==> src/rtl/msg_schedule.sv <==
// SHA-256 message-schedule expander: loads a 16-word block, then streams W[0..ROUNDS-1].
// Words are big-endian values; bit 31 here is the core's bit 0 (MSB).
module msg_schedule #(
  parameter int ROUNDS = 64
) (
  input  logic        CLK,
  input  logic        RST_N,
  input  logic        IN_VALID,
  output logic        IN_READY,
  input  logic [31:0] IN_WORD,
  output logic        OUT_VALID,
  input  logic        OUT_READY,
  output logic [31:0] OUT_WORD,
  output logic [5:0]  OUT_IDX,
  output logic        OUT_LAST
);

  localparam logic [0:0] S_LOAD   = 1'b0;
  localparam logic [0:0] S_EMIT   = 1'b1;
  localparam logic [5:0] LAST_IDX = 6'(ROUNDS - 1);
  localparam logic [5:0] LOAD_END = 6'd15;

  logic [0:0]  state_q, state_d;
  logic [5:0]  cnt_q, cnt_d;
  logic [31:0] win_q [16];
  logic [31:0] win_d [16];
  logic [31:0] nxt;
  logic        emit, in_acc, out_acc;

  function automatic logic [31:0] rotr(input logic [31:0] x, input int unsigned n);
    return (x >> n) | (x << (32 - n));
  endfunction

  function automatic logic [31:0] sigma0(input logic [31:0] x);
    return rotr(x, 7) ^ rotr(x, 18) ^ (x >> 3);
  endfunction

  function automatic logic [31:0] sigma1(input logic [31:0] x);
    return rotr(x, 17) ^ rotr(x, 19) ^ (x >> 10);
  endfunction

  assign emit    = (state_q == S_EMIT);
  assign in_acc  = !emit && IN_VALID;
  assign out_acc = emit && OUT_READY;

  // win_q[k] holds W[t+k]; the append computes W[t+16] from the current window.
  assign nxt = sigma1(win_q[14]) + win_q[9] + sigma0(win_q[1]) + win_q[0];

  always_comb begin
    state_d = state_q;
    cnt_d   = cnt_q;
    win_d   = win_q;
    if (in_acc) begin
      win_d[cnt_q[3:0]] = IN_WORD;
      if (cnt_q == LOAD_END) begin
        state_d = S_EMIT;
        cnt_d   = '0;
      end else begin
        cnt_d = cnt_q + 6'd1;
      end
    end
    if (out_acc) begin
      for (int i = 0; i < 15; i++) win_d[i] = win_q[i+1];
      win_d[15] = nxt;
      if (cnt_q == LAST_IDX) begin
        state_d = S_LOAD;
        cnt_d   = '0;
      end else begin
        cnt_d = cnt_q + 6'd1;
      end
    end
  end

  always_ff @(posedge CLK or negedge RST_N) begin
    if (!RST_N) begin
      state_q <= S_LOAD;
      cnt_q   <= '0;
      for (int i = 0; i < 16; i++) win_q[i] <= '0;
    end else begin
      state_q <= state_d;
      cnt_q   <= cnt_d;
      win_q   <= win_d;
    end
  end

  assign IN_READY  = !emit;
  assign OUT_VALID = emit;
  assign OUT_WORD  = win_q[0];
  assign OUT_IDX   = emit ? cnt_q : '0;
  assign OUT_LAST  = emit && (cnt_q == LAST_IDX);

endmodule

==> config.mk <==
export PLATFORM = sky130hd
export DESIGN_NAME = msg_schedule
export DESIGN_NICKNAME = d
export VERILOG_FILES = /design/src/rtl/msg_schedule.sv
export SDC_FILE = /design/constraint.sdc
export NUM_CORES = 1
export LEC_CHECK = 0
export ABC_AREA = 1
export CAP_MARGIN = 10
export CORE_MARGIN = 2
export CORE_UTILIZATION = 60
export DETAILED_ROUTE_END_ITERATION = 8
export GPL_TIMING_DRIVEN = 0
export HOLD_SLACK_MARGIN = 0.02
export PLACE_DENSITY = 0.89
export REMOVE_ABC_BUFFERS = 1
export SLEW_MARGIN = 20
export SYNTH_ARGS = -nofsm -noshare
export SYNTH_HDL_FRONTEND = slang
export SYNTH_SLANG_ARGS = --single-unit
export TNS_END_PERCENT = 30
==> constraint.sdc <==
create_clock -name CLK -period 6.8 [get_ports CLK]
set_clock_uncertainty 0.1 [all_clocks]
set_input_delay 1.36 -clock CLK [delete_from_list [all_inputs] [get_ports CLK]]
set_output_delay 1.36 -clock CLK [all_outputs]
set_load 0.03 [all_outputs]
==> results.json <==
{
  "rows": 79,
  "num_io_pins": 77,
  "grt-ovfl-total": 0,
  "final_area_sq_um": 30200,
  "fin_tns_setup_ps": 0,
  "drc": 0,
  "fin_ws_ps": 2310,
  "syn_area_per_cell_sq_um": 8.84,
  "die_w_um": 220,
  "crit_path_cell_trace": "clkdlybuf4s50_1 > nand2_8 > buf_16 > inv_16 > buf_16 > buf_16 > nor2_4 > buf_16 > nand2_1 > o221ai_1",
  "clk_pin_slew_ps": 60,
  "outcome": "finished clean",
  "area_growth_pct": 8.20,
  "worst_pin_slew_ps": 1050,
  "yosysWarningCount": 0,
  "synth_edf_count": 0,
  "place.gp.congestion": 1.04,
  "clockRootBuffer": "clkbuf_16",
  "cp.required_ps": 7140,
  "maxCapViolCount": 0,
  "rsz0062_at_grt": "no",
  "ys_seq_area_share_pct": 46.5,
  "cts_resized": 0,
  "startpoint_type": "input port",
  "cts_buffers": 52,
  "setup-violations-final": 0,
  "drive_gt1_share_pct": 4.80,
  "wl_per_cell_um": 23.0,
  "postRouteAntennaNets": 0,
  "drtPass1Iterations": 8,
  "path_class": "input port to register",
  "period_share_pct": 66.1,
  "ys_ff_latch": 519,
  "worstSkewPairLatency_ps": 620,
  "post_dp_cell_area_sq_um": 28700,
  "cts_setup_buffers": 0,
  "fmax_mhz": 223,
  "core_sq_um": 46300,
  "cp_common_cell": "buf_16",
  "cts_tree": "yes",
  "wirelength_um": 84400,
  "hpwlAfterDp_um": 56500,
  "grt_antenna_before_repair": 0,
  "grt_util_all_layers_pct": 35.5,
  "numClockSinks": 519,
  "via_per_inst": 6.36,
  "vias": 23400,
  "synth_area_sq_um": 28000,
  "cpMaxStageDelayCell": "clkdlybuf4s50_1",
  "min_path_type": "register to register",
  "finalCriticalPeriod_ps": 4490,
  "initial_core_util_pct": 60.4,
  "hold_viol": 0,
  "ys_types": 38,
  "dp_slack_ps": 1700,
  "grt_pass1_wl_um": 131000,
  "die_area_sq_um": 48300,
  "postSynthCellCount": 3161,
  "grt_pass1_vias": 22600,
  "cp-end-kind": "register",
  "detail_route.iter0.violations": 3384,
  "async_flop_share_pct": 100,
  "ctsHoldBuffers": 0,
  "critical-path-top-delay-family": "buffers and inverters",
  "nets": 3164,
  "clockBufferDepth": 3,
  "cp.arrival_ps": 4830,
  "slew_headroom_pct": 30.0,
  "ctsHtreeMaxLevel": 2,
  "grt_max_degree": 171,
  "nFillCells": 3678,
  "synth_ff_type": "dfrtp_1",
  "cpPeakStageDelay_ps": 580,
  "die_h_um": 220,
  "drv_slew": 0,
  "n_antenna_cell": 0,
  "critPathBufInv": 6,
  "numPortBuffers": 76,
  "path_max_fanout": 170
}
-- layout by cell type, fill, tap and decap left out, types with 5 or more instances in the layout --
cell type	count
clkinv_2	10
nor2_4	6
clkbuf_1	11
xor2_1	67
nand2_2	14
clkdlybuf4s50_1	75
nor2_1	83
buf_16	17
inv_2	15
xnor2_1	66
a22oi_1	25
fa_1	62
o21ai_1	18
ha_1	35
a21oi_1	40
inv_1	433
nand2_4	5
o211ai_1	46
o21ai_0	16
o221ai_1	352
nand3_1	303
clkbuf_8	7
clkbuf_16	52
dfrtp_1	519
nand2_1	750
-- final cells by class --
cell class,count,area [sq um],area share (%)
clock buffers,70,1440,4.76
clock inverters,18,158,0.521
inverters,449,1700,5.63
multi-input cells,1914,11900,39.4
flip-flops and latches,519,13000,42.9
well taps,607,759,2.51
repair buffers,95,1270,4.21
-- tightest hold or removal path, cell delays in order (launching register included) --
cell and delay [ps]:
dfrtp_1 340, nand2_1 50, nand3_1 60
-- synthesized netlist by cell type (15+ instances only) --
master	n	area (sq um)
nand2_1	761	2860
buf_4	45	338
nor2_1	83	312
a21oi_1	40	200
o21ai_1	18	90.1
dfrtp_1	519	13000
ha_1	35	438
nand3_1	303	1520
o211ai_1	46	345
o21ai_0	16	80.1
clkbuf_1	82	308
a22oi_1	25	188
fa_1	62	1240
inv_2	15	56.3
o221ai_1	352	3080
inv_1	433	1630
xnor2_1	66	578
xor2_1	67	587
buf_2	138	691
-- routing by layer --
metal | part of all wire (%) | global-route usage, %
met2 | 46 | 55.7
met4 | 4.2 | 14.1
met3 | 9.7 | 6.05
met5 | 0 | 0
met1 | 40 | 49.4
-- path summary, 6_finish.rpt --
| kind | from | end | slack (ps) | cells after the start |
|---|---|---|---|---|
| worst min-delay path | win_q[86] | win_q[86] | 380 | 2 |
| worst min register to register | win_q[86] | win_q[86] | 380 | 2 |
| worst max-delay path | OUT_READY | win_q[65] | 2310 | 10 |
| max in group asynchronous | RST_N | win_q[457] | 4290 | 4 |
| min in group asynchronous | RST_N | win_q[295] | 610 | 1 |
| worst max register to register | win_q[50] | win_q[17] | 2410 | 15 |
-- state kept, by name, summed over array words and instances (netlist names) --
| register | cells |
|---|---|
| cnt_q | 6 |
| OUT_WORD | 32 |
| OUT_VALID | 1 |
| win_q | 480 |
-- metrics by stage --
step                hold slack (ps)  std cells  utilization (%)
floorplan                       352       2882                -
global placement                364       3565             60.6
detailed placement              369       3584             61.9
CTS                             382       3672             65.4
global route                    403       3672             65.4
finish                          382       3672             65.4
-- kinds of logic (layout without fill, tap and decap cells) --
kind of cell / count (synthesis) / after routing / share of synthesized area [%]
AOI/OAI and AO/OA: 506 / 506 / 14.5
adders and majority gates: 97 / 97 / 6.01
and+or+nand+nor: 1178 / 1178 / 17.7
DFF: 519 / 519 / 46.5
buffers and inverters: 728 / 632 / 11.1
xor gates and xnor gates: 133 / 133 / 4.17
Power is left out: the tool's default activity adds up to more than one toggle a clock period on the data nets, which glitch-free logic cannot reach.
